### src/rtl/apb_uart_regs.sv
// Zero-wait APB2 register block for the UART: CTRL/STATUS plus TX and RX byte FIFOs; reads registered into PRDATA.
// Optional interrupt output and CTRL[7:4] mask when APB_UART_IRQ_EN is defined.
module apb_uart_regs #(
  parameter int          PADDR_WIDTH  = 8,
  parameter int          PDATA_WIDTH  = 32,
  parameter int          FIFO_DEPTH   = 8,
  parameter logic [15:0] BAUD_DIV_RST = 16'd27
) (
  input  logic                   PCLK,
  input  logic                   PRESETn,
  input  logic                   PSEL,
  input  logic                   PENABLE,
  input  logic                   PWRITE,
  input  logic [PADDR_WIDTH-1:0] PADDR,
  input  logic [PDATA_WIDTH-1:0] PWDATA,
  output logic [PDATA_WIDTH-1:0] PRDATA,
  output logic [7:0]             tx_data,
  output logic                   tx_valid,
  input  logic                   tx_ready,
  input  logic [7:0]             rx_data,
  input  logic                   rx_valid,
  output logic                   tx_en,
  output logic                   rx_en,
`ifdef APB_UART_IRQ_EN
  output logic                   irq,
`endif
  output logic [15:0]            baud_div
);

  localparam int            PW       = $clog2(FIFO_DEPTH);
  localparam int            CW       = PW + 1;
  localparam logic [CW-1:0] FULL_CNT = CW'(FIFO_DEPTH);

  typedef enum logic [1:0] {IDLE, SETUP, ACCESS} state_t;

  state_t        state;
  logic [1:0]    a_addr;
  logic          a_write;

  logic [7:0]    tx_mem [FIFO_DEPTH];
  logic [PW-1:0] tx_wp, tx_rp;
  logic [CW-1:0] tx_cnt;
  logic [7:0]    rx_mem [FIFO_DEPTH];
  logic [PW-1:0] rx_wp, rx_rp;
  logic [CW-1:0] rx_cnt;

  logic          tx_ovf, rx_ovf, rx_unf;
  logic [31:0]   status_rd, ctrl_rd, rdata;

`ifdef APB_UART_IRQ_EN
  logic [3:0]    irq_mask;
`endif

  logic commit, tx_full, tx_empty, rx_full, rx_empty;
  logic wr_tx, rd_rx, wr_st, wr_ctrl;
  logic tx_push, tx_pop, rx_req, rx_pop, rx_push;
  logic unused_in;

  assign unused_in = ^{PADDR, PWDATA};

  // Every ACCESS cycle ends in exactly one commit edge (zero wait states).
  assign commit   = (state == ACCESS);
  assign tx_full  = (tx_cnt == FULL_CNT);
  assign tx_empty = (tx_cnt == '0);
  assign rx_full  = (rx_cnt == FULL_CNT);
  assign rx_empty = (rx_cnt == '0);

  assign wr_tx    = commit &  a_write & (a_addr == 2'd0);
  assign rd_rx    = commit & !a_write & (a_addr == 2'd1);
  assign wr_st    = commit &  a_write & (a_addr == 2'd2);
  assign wr_ctrl  = commit &  a_write & (a_addr == 2'd3);

  assign tx_valid = tx_en & !tx_empty;
  assign tx_data  = tx_mem[tx_rp];
  assign tx_push  = wr_tx & !tx_full;
  assign tx_pop   = tx_valid & tx_ready;

  // A full RX FIFO still accepts a byte when an APB pop commits on the same edge.
  assign rx_req   = rx_valid & rx_en;
  assign rx_pop   = rd_rx & !rx_empty;
  assign rx_push  = rx_req & (!rx_full | rx_pop);

  always_comb begin
    status_rd        = '0;
    status_rd[0]     = tx_full;
    status_rd[1]     = tx_empty;
    status_rd[2]     = rx_full;
    status_rd[3]     = rx_empty;
    status_rd[4]     = tx_ovf;
    status_rd[5]     = rx_ovf;
    status_rd[6]     = rx_unf;
    status_rd[12:8]  = 5'(tx_cnt);
    status_rd[20:16] = 5'(rx_cnt);

    ctrl_rd          = '0;
    ctrl_rd[0]       = tx_en;
    ctrl_rd[1]       = rx_en;
    ctrl_rd[31:16]   = baud_div;
`ifdef APB_UART_IRQ_EN
    ctrl_rd[7:4]     = irq_mask;
`endif

    case (a_addr)
      2'd1:    rdata = rx_empty ? 32'd0 : {24'd0, rx_mem[rx_rp]};
      2'd2:    rdata = status_rd;
      2'd3:    rdata = ctrl_rd;
      default: rdata = 32'd0;
    endcase
  end

  always_ff @(posedge PCLK or negedge PRESETn) begin
    if (!PRESETn) begin
      state   <= IDLE;
      a_addr  <= 2'd0;
      a_write <= 1'b0;
      PRDATA  <= '0;
    end else begin
      case (state)
        IDLE, ACCESS: begin
          if (PSEL && !PENABLE) begin
            state   <= SETUP;
            a_addr  <= PADDR[3:2];
            a_write <= PWRITE;
          end else begin
            state   <= IDLE;
          end
        end
        SETUP: begin
          if (PSEL && PENABLE) begin
            state  <= ACCESS;
            PRDATA <= a_write ? '0 : PDATA_WIDTH'(rdata);
          end else begin
            state  <= IDLE;
          end
        end
        default: state <= IDLE;
      endcase
    end
  end

  always_ff @(posedge PCLK or negedge PRESETn) begin
    if (!PRESETn) begin
      tx_en    <= 1'b0;
      rx_en    <= 1'b0;
      baud_div <= BAUD_DIV_RST;
`ifdef APB_UART_IRQ_EN
      irq_mask <= 4'd0;
`endif
    end else if (wr_ctrl) begin
      tx_en    <= PWDATA[0];
      rx_en    <= PWDATA[1];
      baud_div <= PWDATA[31:16];
`ifdef APB_UART_IRQ_EN
      irq_mask <= PWDATA[7:4];
`endif
    end
  end

  // Sticky flags: write-1-to-clear, a same-edge set takes priority.
  always_ff @(posedge PCLK or negedge PRESETn) begin
    if (!PRESETn) begin
      tx_ovf <= 1'b0;
      rx_ovf <= 1'b0;
      rx_unf <= 1'b0;
    end else begin
      tx_ovf <= (tx_ovf & !(wr_st & PWDATA[4])) | (wr_tx & tx_full);
      rx_ovf <= (rx_ovf & !(wr_st & PWDATA[5])) | (rx_req & rx_full & !rx_pop);
      rx_unf <= (rx_unf & !(wr_st & PWDATA[6])) | (rd_rx & rx_empty);
    end
  end

  always_ff @(posedge PCLK or negedge PRESETn) begin
    if (!PRESETn) begin
      tx_wp  <= '0;
      tx_rp  <= '0;
      tx_cnt <= '0;
      rx_wp  <= '0;
      rx_rp  <= '0;
      rx_cnt <= '0;
    end else begin
      if (tx_push) tx_wp <= tx_wp + 1'b1;
      if (tx_pop)  tx_rp <= tx_rp + 1'b1;
      tx_cnt <= tx_cnt + CW'(tx_push) - CW'(tx_pop);
      if (rx_push) rx_wp <= rx_wp + 1'b1;
      if (rx_pop)  rx_rp <= rx_rp + 1'b1;
      rx_cnt <= rx_cnt + CW'(rx_push) - CW'(rx_pop);
    end
  end

  always_ff @(posedge PCLK) begin
    if (tx_push) tx_mem[tx_wp] <= PWDATA[7:0];
    if (rx_push) rx_mem[rx_wp] <= rx_data;
  end

`ifdef APB_UART_IRQ_EN
  always_ff @(posedge PCLK or negedge PRESETn) begin
    if (!PRESETn) irq <= 1'b0;
    else          irq <= |(irq_mask & {rx_unf, tx_ovf | rx_ovf, !rx_empty, tx_empty});
  end
`endif

endmodule

### config.mk
export PLATFORM = sky130hd
export DESIGN_NAME = apb_uart_regs
export DESIGN_NICKNAME = d
export VERILOG_FILES = /design/src/rtl/apb_uart_regs.sv
export SDC_FILE = /design/constraint.sdc
export NUM_CORES = 1
export LEC_CHECK = 0
export ABC_CLOCK_PERIOD_IN_PS = 3100
export CORE_ASPECT_RATIO = 0.7
export CORE_MARGIN = 1
export CORE_UTILIZATION = 45
export CTS_CLUSTER_SIZE = 14
export DETAILED_ROUTE_END_ITERATION = 8
export DONT_BUFFER_PORTS = 1
export PLACE_DENSITY = 0.6
export SLEW_MARGIN = 25
export SYNTH_ARGS = -nofsm -noshare
export SYNTH_HDL_FRONTEND = slang
export SYNTH_SLANG_ARGS = --single-unit
### constraint.sdc
create_clock -name PCLK -period 3.1 [get_ports PCLK]
set_clock_uncertainty 0.1 [all_clocks]
set_input_delay 0.93 -clock PCLK [delete_from_list [all_inputs] [get_ports PCLK]]
set_output_delay 0.93 -clock PCLK [all_outputs]
set_load 0.1 [all_outputs]
==> results of run 1 <==
## repair_timing
action,4_1_cts,5_1_grt
resized for setup,3,8
gates cloned,0,1
hold buffers,0,0
setup endpoints to repair,8,8
setup buffers,0,1
## state kept, by name, indices dropped and copies added (netlist names)
signal	cells
PRDATA	28
a_addr	2
a_write	1
baud_div	16
rx_cnt	4
rx_en	1
rx_mem	64
rx_ovf	1
rx_rp	3
rx_unf	1
rx_wp	3
state	2
tx_cnt	4
tx_en	1
tx_mem	64
tx_ovf	1
tx_rp	3
tx_wp	3
## how the worst max path moves through the flow
stage / start / end / slack, ps / cells past startpoint
global placement: tx_rp[1] / tx_data[1] / 320 / 3
detailed placement: tx_rp[1] / tx_data[6] / 300 / 3
global route: tx_rp[0] / tx_data[6] / -60 / 4
finish: tx_rp[0] / tx_data[2] / -6 / 4
floorplan: tx_en / tx_valid / 130 / 1
CTS: tx_rp[0] / tx_data[0] / -7 / 4
## per-stage QoR
step	instances	instance area [sq um]	utilization
4_1_cts	752	9390	0.536
3_3_place_gp	718	8800	0.502
5_1_grt	754	9450	0.539
3_5_place_dp	718	8800	0.502
2_1_floorplan	469	8220	-
6_report	755	9450	0.540
## cell usage after synthesis (all sizes together)
master   instances  share of area
mux4            32          0.088
a22oi            4         0.0037
nand2           23          0.011
and4bb           1         0.0015
ha              15          0.023
clkbuf           6         0.0027
a2bb2oi          1         0.0011
or3b             2         0.0021
a21o             2         0.0018
a21boi           2         0.0018
o221ai           2         0.0021
or4b             1         0.0017
fa               2         0.0049
mux2            32          0.044
nand2b           7         0.0066
nand3            3         0.0018
a31oi            1        0.00076
o311a            1         0.0012
o22ai            1         0.0015
mux2i           13          0.016
nor3b            5         0.0066
o2bb2ai          1         0.0011
and4             1         0.0012
a41o             1         0.0012
dfrtp           70           0.21
inv             17         0.0078
nor2b            1        0.00076
dfstp            4          0.013
a22o            13          0.014
nand4            3         0.0041
nand4b           2         0.0021
edfxtp         128           0.47
a21oi            3         0.0018
nor4b            1         0.0011
buf             17          0.013
nor2            14         0.0073
xor2             5         0.0053
conb             1        0.00046
and2             1        0.00076
xnor2            7         0.0075
o21ai           16         0.0098
nor3             4         0.0024
## cell families (layout without fill, tap and decap cells)
group | after synthesis | count (layout) | share of synthesized area
flip-flops | 202 | 202 | 0.695
multiplexers | 77 | 77 | 0.148
AND/OR/NAND/NOR | 69 | 69 | 0.0509
AO/OA/AOI/OAI | 48 | 48 | 0.0418
buffers and inverters | 40 | 94 | 0.0236
adder cells (fa/ha/maj) | 17 | 17 | 0.0277
XOR/XNOR | 12 | 12 | 0.0128
other | 1 | 5 | 0.000457
## routing by layer
layer,vias to the layer above,GRT usage,wire (um)
met5,-,0,17
met1,2210,0.260,7530
met4,2,0.0405,272
met3,22,0.0646,1390
li1,1867,-,-
met2,129,0.262,7020
## power breakdown
group          internal (mW)  total [mW]  switching (mW)
logic                   1.11        2.49            1.38
clock network           1.24        2.18           0.941
registers               3.17        4.09           0.922
total                   5.52        8.77            3.25
## cell type report
class	count	share of cell area
clock buffer	31	0.0596
inverter	17	0.00675
antenna	1	0.000265
timing repair buffer	43	0.0506
clock inverter	3	0.00132
multi-input combinational	227	0.247
sequential	202	0.603
tap	231	0.0306
==> key figures, run 1 <==
Run status
  • Status: finished with violations
  • Failing checks: negative setup slack

Logic synthesis
  • Area of the mapped netlist: 8210 sq um
  • Sequential area share after synthesis: 0.695
  • #FFs+latches synth: 202
  • Synthesized area per cell: 17.6 sq um
  • Synth warnings: 0
  • Mapped Cells: 466
  • Synth cell types: 54

Drt
  • Post-route DRC violation count: 0
  • Post-DR wirelength/cell: 21.5 um
  • Total number of vias: 4230
  • Post-Route WL: 16200 um
  • Detail Route Antenna Nets: 0
  • DR iter-0 viols: 327
  • Drt pass-1 iters: 5
  • Drt via density: 5.60

Clocking
  • Clock latency on the worst-skew pair: 490 ps
  • Clk root buf: clkbuf_16
  • CTS tree: built
  • Clock slew at reported path FFs: 60 ps
  • CTS buffer count: 20
  • Clock sink total: 202
  • H-tree depth: 1
  • Maximum clock insertion buffer count: 3

Timing
  • Max Clk Rate: 322 MHz
  • Final Hold Fails: 0
  • Crit path time final: 3110 ps
  • Post-route setup slack: -5.80 ps
  • Setup-failing EPs final: 2
  • Unrepaired setup endpoints after global routing: true
  • Fin crit share: 1.00
  • Hold WS: 32.8 ps
  • Setup_tns: -8.34 ps
  • Worst rel slew slack: 0.363
  • Worst-margin pin slew: 956 ps
  • Slew Limit Fails: 0

Cells and area
  • Most frequent cells in the layout: 128 x edfxtp_1, 68 x dfrtp_1, 32 x mux4_2
  • # fillers: 1407
  • Final #Nets: 583
  • Most common cell after layout, fill and taps aside: edfxtp_1
  • Syn-to-layout area delta: 15.2%
  • Seq. cell area: 5700 sq um
  • Area of the multi-input gates: 2340 sq um
  • Layout cell share with drive strength beyond 1: 0.283

Placed design
  • Routability cong.: 0.739
  • Post-place setup slack: 303 ps
  • Number of port buffers: 0
  • Hpwl dp: 11000 um

Critical path
  • Worst path buffer plus inverter count: 2
  • Slowest stage delay, CP: 520 ps
  • Cell count of the worst reg-to-reg path: 10
  • CP Capture Type: output port
  • Reg2Reg Setup Slack: 320 ps
  • CP Max Fanout: 8
  • Reg-to-reg startpoint: rx_cnt[2]
  • Req. time, crit path: 2070 ps
  • CP most frequent cell: buf_12
  • CP Data Arrival Time: 2080 ps
  • Delay-heaviest family, CP: multiplexers
  • Setup crit start kind: register
  • WS Path Type: reg2out
  • Slowest-stage cell, CP: mux4_2
  • Reg2reg end: rx_cnt[2]
  • Cell breakdown of the critical path: buf_12 > mux4_2 > mux2_4 > buf_12

Global route
  • Largest net degree at the start of global routing: 75
  • First-pass GRT wire length: 25100 um
  • Vias in the first global route: 4403
  • Congestion Overflow GR: 0
  • Antenna violations before repair: 2
  • Global Route Usage Sum: 0.180

Floorplan
  • Die height: 115 um
  • Die W: 163 um
  • CORE AREA: 17500 sq um
  • I/O pins: 114
  • Initial core utilization: 0.469
  • Die ar.: 18800 sq um
  • FP Rows: 40

Power
  • Maximum VDD drop: 0.000624 V
  • Power per Cell Area: 928 nW/um^2
  • Leakage: 3.52 nW
  • Post-layout total power: 8.77 mW

Worst hold path
  • Worst Hold Class: in2async

Flow run
  • Max Cap Violations: 0
Power figures use the tool's default switching activity.
==> run 2, diff against run 1 <==
--- a/config.mk
+++ b/config.mk
@@ -6,13 +6,16 @@
 export NUM_CORES = 1
 export LEC_CHECK = 0
 export ABC_CLOCK_PERIOD_IN_PS = 3100
+export CELL_PAD_IN_SITES_DETAIL_PLACEMENT = 1
+export CELL_PAD_IN_SITES_GLOBAL_PLACEMENT = 1
 export CORE_ASPECT_RATIO = 0.7
 export CORE_MARGIN = 1
 export CORE_UTILIZATION = 45
 export CTS_CLUSTER_SIZE = 14
 export DETAILED_ROUTE_END_ITERATION = 8
 export DONT_BUFFER_PORTS = 1
-export PLACE_DENSITY = 0.6
+export PLACE_DENSITY = 0.68
+export REMOVE_ABC_BUFFERS = 1
 export SLEW_MARGIN = 25
 export SYNTH_ARGS = -nofsm -noshare
 export SYNTH_HDL_FRONTEND = slang
==> run 2 against run 1 <==
The run still ends with negative setup slack left. Highest routed layer is now met4. Worst hold slack improved by 12 ps. Via count is 1.7% higher. Core utilization rose by 0.51 points. Critical endpoint is now tx_data[1].
==> key figures, run 2 (synthesized netlist as in run 1, its figures left out) <==
Worst hold path
  • Worst Hold Class: in2async (unchanged)

Critical path
  • Req. time, crit path: 2070 ps (about the same)
  • WS Path Type: reg2out (unchanged)
  • Setup crit start kind: register (unchanged)
  • CP Max Fanout: 5 (was 8)
  • CP Capture Type: output port (unchanged)
  • CP Data Arrival Time: 2080 ps (about the same)

Drt
  • Total number of vias: 4301 (was 4230)
  • Post-route DRC violation count: 0 (unchanged)
  • Post-Route WL: 18100 um (was 16200 um)
  • Detail Route Antenna Nets: 0 (unchanged)
  • DR iter-0 viols: 251 (was 327)
  • Drt via density: 5.67 (was 5.60)
  • Drt pass-1 iters: 6 (was 5)
  • Post-DR wirelength/cell: 23.8 um (was 21.5 um)

Clocking
  • CTS tree: built (unchanged)
  • Clock sink total: 202 (unchanged)
  • Clock slew at reported path FFs: 60 ps (about the same)
  • H-tree depth: 1 (unchanged)
  • Maximum clock insertion buffer count: 3 (unchanged)
  • Clock latency on the worst-skew pair: 480 ps (was 490 ps)
  • Clk root buf: clkbuf_16 (unchanged)
  • CTS buffer count: 20 (unchanged)

Timing
  • Max Clk Rate: 321 MHz (was 322 MHz)
  • Crit path time final: 3110 ps (about the same)
  • Worst rel slew slack: 0.363 (about the same)
  • Fin crit share: 1.00 (about the same)
  • Slew Limit Fails: 0 (unchanged)
  • Unrepaired setup endpoints after global routing: true (unchanged)
  • Worst-margin pin slew: 956 ps (about the same)
  • Post-route setup slack: -11.5 ps (was -5.80 ps)
  • Setup-failing EPs final: 4 (was 2)
  • Final Hold Fails: 0 (unchanged)

Cells and area
  • # fillers: 1616 (was 1407)
  • Area of the multi-input gates: 2340 sq um (about the same)
  • Seq. cell area: 5700 sq um (about the same)
  • Most frequent cells in the layout: 128 x edfxtp_1, 69 x dfrtp_1, 33 x buf_4 (was 128 x edfxtp_1, 68 x dfrtp_1, 32 x mux4_2)
  • Final #Nets: 586 (was 583)
  • Largest registers in the final layout: rx_mem x64, tx_mem x64, PRDATA x28 (unchanged)
  • Most common cell after layout, fill and taps aside: edfxtp_1 (unchanged)
  • Syn-to-layout area delta: 16.3% (was 15.2%)
  • Layout cell share with drive strength beyond 1: 0.290 (was 0.283)

Power
  • Post-layout total power: 9.03 mW (was 8.77 mW)
  • Power per Cell Area: 947 nW/um^2 (was 928 nW/um^2)
  • Maximum VDD drop: 0.000640 V (was 0.000624 V)
  • Leakage: 3.57 nW (was 3.52 nW)

Floorplan
  • FP Rows: 40 (unchanged)
  • Die height: 115 um (unchanged)
  • I/O pins: 114 (unchanged)
  • CORE AREA: 17500 sq um (unchanged)
  • Die W: 163 um (unchanged)
  • Die ar.: 18800 sq um (unchanged)
  • Initial core utilization: 0.469 (unchanged)

Run status
  • Failing checks: negative setup slack (unchanged)
  • Status: finished with violations (unchanged)

Global route
  • Congestion Overflow GR: 0 (unchanged)
  • Antenna violations before repair: 1 (was 2)
  • First-pass GRT wire length: 27900 um (was 25100 um)
  • Vias in the first global route: 4704 (was 4403)
  • Largest net degree at the start of global routing: 75 (unchanged)
  • Global Route Usage Sum: 0.201 (was 0.180)

Placed design
  • Post-place setup slack: 364 ps (was 303 ps)
  • Hpwl dp: 12000 um (was 11000 um)
  • Number of port buffers: 0 (unchanged)
  • Routability cong.: 0.724 (was 0.739)

Flow run
  • Max Cap Violations: 0 (unchanged)
run 2: changes by cell type in the layout (fill, tap and decap cells not counted):
cell / delta
mux2_4: +1
clkbuf_1: -4
clkinv_1: +2
bufinv_16: +2
dfrtp_1: +1
mux2_2: -1
buf_4: +2
buf_8: +1
clkinv_2: +1
dfrtp_2: -1
run 2: worst max-delay path, cell delays in order, from the launching register on:
cell and delay [ps]:
dfrtp_2 450, clkbuf_16 180, mux4_2 480, mux2_2 310, buf_12 170
run 2: area by class of cell:
type / count / area share
Sequential cell: 202 / 0.598
Antenna cell: 1 / 0.000262
Timing Repair Buffer: 46 / 0.0532
Multi-Input combinational cell: 227 / 0.246
Inverter: 17 / 0.00669
Tap cell: 231 / 0.0303
Clock buffer: 27 / 0.0574
Clock inverter: 8 / 0.00892
run 2: repair_timing:
item / in CTS / in global routing
setup endpoints to repair: 5 / 8
setup buffers: 0 / 2
cloned: 0 / 1
hold buffers: 0 / 0
resized for setup: 2 / 8
pin swaps: 0 / 0
run 2: stage by stage:
step / setup TNS, ps / hold slack (ps) / util / std cells / cell area (sq um)
2_1_floorplan: -1150 / 357 / - / 446 / 8090
3_3_place_gp: 0 / 378 / 0.504 / 720 / 8830
3_5_place_dp: 0 / 390 / 0.504 / 720 / 8830
4_1_cts: -163 / 18.7 / 0.541 / 755 / 9470
5_1_grt: -501 / 19.2 / 0.545 / 758 / 9540
6_report: -29.3 / 44.6 / 0.545 / 759 / 9540
run 2: final timing paths:
| kind | start | to | slack (ps) | cells past startpoint |
|---|---|---|---|---|
| setup / recovery | tx_rp[0] | tx_data[1] | -10 | 4 |
| hold / removal | PRESETn | PRDATA[17] | 40 | 0 |
| setup reg to reg | tx_cnt[2] | tx_cnt[1] | 300 | 11 |
| hold reg to reg | PRDATA[7] | PRDATA[7] | 400 | 2 |
| max in group asynchronous | PRESETn | baud_div[1] | 2670 | 0 |
| min in group PCLK | PRDATA[7] | PRDATA[7] | 400 | 2 |
run 2: report_power, final:
group | leakage (nW) | switching, mW | internal [mW]
clock | 0.308 | 0.961 | 1.40
combinational | 1.19 | 1.49 | 1.15
sequential | 2.08 | 0.868 | 3.17
run 2: routing by layer:
layer | GRT usage | vias up | wire length (um)
li1 | - | 1878 | -
met4 | 0.0361 | 0 | 183
met2 | 0.311 | 135 | 8350
met1 | 0.290 | 2271 | 8260
met5 | 0 | - | 0
met3 | 0.0516 | 17 | 1290
==> run 3, diff against run 2 <==
--- a/config.mk
+++ b/config.mk
@@ -11,6 +11,7 @@
 export CORE_ASPECT_RATIO = 0.7
 export CORE_MARGIN = 1
 export CORE_UTILIZATION = 45
+export CTS_BUF_LIST = sky130_fd_sc_hd__clkbuf_8 sky130_fd_sc_hd__clkbuf_16
 export CTS_CLUSTER_SIZE = 14
 export DETAILED_ROUTE_END_ITERATION = 8
 export DONT_BUFFER_PORTS = 1
==> run 3 against run 2 <==
The run still ends with negative setup slack left. Setup slack got worse by 2.9 ps. Global-route usage did not move. Worst hold slack barely moved. Core utilization did not move. Cell count did not move. Design area did not move.
==> key figures, run 3 (synthesized netlist as in run 1, its figures left out) <==
Cells and area
  • # fillers: 1616 (unchanged)
  • Largest registers in the final layout: rx_mem x64, tx_mem x64, PRDATA x28 (unchanged)
  • Final #Nets: 586 (unchanged)
  • Final Util: 0.545 (unchanged)
  • Fin cells: 759 (unchanged)
  • Fin area: 9540 sq um (unchanged)
  • Area of the multi-input gates: 2340 sq um (unchanged)
  • Seq. cell area: 5700 sq um (unchanged)
  • Syn-to-layout area delta: 16.3% (unchanged)
  • Layout cell share with drive strength beyond 1: 0.290 (unchanged)
  • Most frequent cells in the layout: 128 x edfxtp_1, 69 x dfrtp_1, 33 x buf_4 (unchanged)
  • Most common cell after layout, fill and taps aside: edfxtp_1 (unchanged)

Power
  • Maximum VDD drop: 0.000640 V (about the same)
  • Sequential fraction of design power: 0.448 (was 0.447)
  • Post-layout total power: 9.01 mW (was 9.03 mW)
  • Combinational power share: 0.292 (about the same)
  • Power per Cell Area: 944 nW/um^2 (was 947 nW/um^2)
  • Sw Share: 0.368 (was 0.367)
  • Leakage: 3.60 nW (was 3.57 nW)
  • P_sw: 3.32 mW (about the same)
  • Clock power frac: 0.260 (was 0.262)
  • Pint: 5.70 mW (was 5.72 mW)

Critical path
  • Reg-to-reg startpoint: tx_cnt[2] (unchanged)
  • Critical path origin: tx_rp[0] (unchanged)
  • Cell breakdown of the critical path: buf_12 > mux4_2 > mux2_2 > buf_12 (was clkbuf_16 > mux4_2 > mux2_2 > buf_12)
  • Slowest-stage cell, CP: mux4_2 (unchanged)
  • CP most frequent cell: buf_12
  • Setup crit start kind: register (unchanged)
  • WS Path Type: reg2out (unchanged)
  • CP Data Arrival Time: 2080 ps (about the same)
  • Delay-heaviest family, CP: multiplexers (unchanged)
  • Req. time, crit path: 2070 ps (about the same)
  • CP Capture Type: output port (unchanged)
  • CP Max Fanout: 6 (was 5)
  • Slowest stage delay, CP: 510 ps (was 480 ps)
  • Worst path buffer plus inverter count: 2 (unchanged)

Global route
  • Largest net degree at the start of global routing: 75 (unchanged)
  • Antenna violations before repair: 1 (unchanged)
  • Vias in the first global route: 4704 (unchanged)
  • Global Route Usage Sum: 0.201 (unchanged)
  • First-pass GRT wire length: 27900 um (unchanged)
  • Congestion Overflow GR: 0 (unchanged)

Floorplan
  • FP Rows: 40 (unchanged)
  • Die W: 163 um (unchanged)
  • CORE AREA: 17500 sq um (unchanged)
  • Initial core utilization: 0.469 (unchanged)
  • Die ar.: 18800 sq um (unchanged)
  • Die height: 115 um (unchanged)
  • I/O pins: 114 (unchanged)

Placed design
  • Hpwl dp: 12000 um (unchanged)
  • Placed cell count: 720 (unchanged)
  • Routability cong.: 0.724 (unchanged)
  • Number of port buffers: 0 (unchanged)
  • Placed cell area: 8830 sq um (unchanged)

Clocking
  • Clock slew at reported path FFs: 60 ps (about the same)
  • Clock sink total: 202 (unchanged)
  • CTS Hold Bufs: 0 (unchanged)
  • H-tree depth: 1 (unchanged)
  • CTS tree: built (unchanged)
  • Clock latency on the worst-skew pair: 480 ps (about the same)
  • CTS buffer count: 20 (unchanged)
  • Maximum clock insertion buffer count: 3 (unchanged)
  • Clk root buf: clkbuf_16 (unchanged)

Timing
  • Fin crit share: 1.00 (about the same)
  • Crit path time final: 3110 ps (about the same)
  • Setup-failing EPs final: 3 (was 4)
  • Setup_tns: -21.8 ps (was -29.3 ps)
  • Max Clk Rate: 321 MHz (about the same)
  • Worst rel slew slack: 0.363 (about the same)
  • Post-route setup slack: -14.4 ps (was -11.5 ps)
  • Worst-margin pin slew: 956 ps (about the same)
  • Final Hold Fails: 0 (unchanged)
  • Slew Limit Fails: 0 (unchanged)
  • Unrepaired setup endpoints after global routing: true (unchanged)

Drt
  • Total number of vias: 4281 (was 4301)
  • Post-Route WL: 18000 um (was 18100 um)
  • Post-route DRC violation count: 0 (unchanged)
  • Post-DR wirelength/cell: 23.7 um (was 23.8 um)
  • DR iter-0 viols: 254 (was 251)
  • Drt via density: 5.64 (was 5.67)
  • Detail Route Antenna Nets: 0 (unchanged)
  • Drt pass-1 iters: 4 (was 6)

Flow run
  • Max Cap Violations: 0 (unchanged)

Run status
  • Status: finished with violations (unchanged)
  • Failing checks: negative setup slack (unchanged)

Worst hold path
  • Worst Hold Class: in2async (unchanged)
[run 3: cell types whose count changed in the layout (fill, tap and decap cells not counted), sizes merged]
cell / before / now
inv: 17 / 23
clkbuf: 28 / 22
[run 3: cell type report]
class | instances | area share
clock buffers | 21 | 0.0551
multi-input cells | 227 | 0.246
well taps | 231 | 0.0303
inverters | 17 | 0.00669
repair buffers | 46 | 0.0532
diodes | 1 | 0.000262
flip-flops and latches | 202 | 0.598
clock inverters | 14 | 0.0113
[run 3: path summary, 6_finish.rpt]
| kind | endpoint | slack, ps | depth (start not counted) |
|---|---|---|---|
| max | tx_data[1] | -10 | 4 |
| min | PRDATA[17] | 40 | 0 |
| max reg2reg | tx_cnt[1] | 290 | 11 |
| min reg2reg | PRDATA[7] | 400 | 2 |
| max in group asynchronous | baud_div[1] | 2670 | 0 |
| min in group PCLK | PRDATA[7] | 400 | 2 |
[run 3: per-stage QoR]
step	worst slack, ps	hold WS (ps)
final	-14.4	44.4
after global routing	-68.0	19.2
after CTS	-34.3	18.7
after detailed placement	364	390
after global placement	429	378
after floorplan	-1150	357
[run 3: per-layer routing]
| metal | GRT usage | share of wire | vias to the layer above |
|---|---|---|---|
| met4 | 0.0361 | 0.010 | 0 |
| met5 | 0 | 0 | - |
| met3 | 0.0516 | 0.072 | 17 |
| met1 | 0.290 | 0.46 | 2253 |
| met2 | 0.311 | 0.46 | 134 |
| li1 | - | - | 1877 |
[run 3: worst reg2reg max path: stages (launching register included)]
cell and delay [ps]:
dfrtp_1 360, inv_1 130, ha_1 190, nor3b_1 560
nor3b_4 150, inv_1 120, ha_1 240, inv_1 70
ha_1 180, inv_1 80, fa_1 490, inv_1 50
[run 3: power by group through the flow]
stage	sequential (mW)	clock, mW	combinational, mW
finish	4.03	2.34	2.63
global route	4.08	2.50	2.79
CTS	4.02	2.40	2.56
detailed placement	4.07	0	2.54
global placement	4.05	0	2.46
floorplan	4.21	0	1.55
[run 3: repair_timing]
action	4_1_cts	5_1_grt
gates cloned	0	1
gates resized for setup	2	8
endpoints found under the hold margin	0	0
pin swaps	0	0
buffers inserted	0	2
endpoints found under the setup margin	5	8
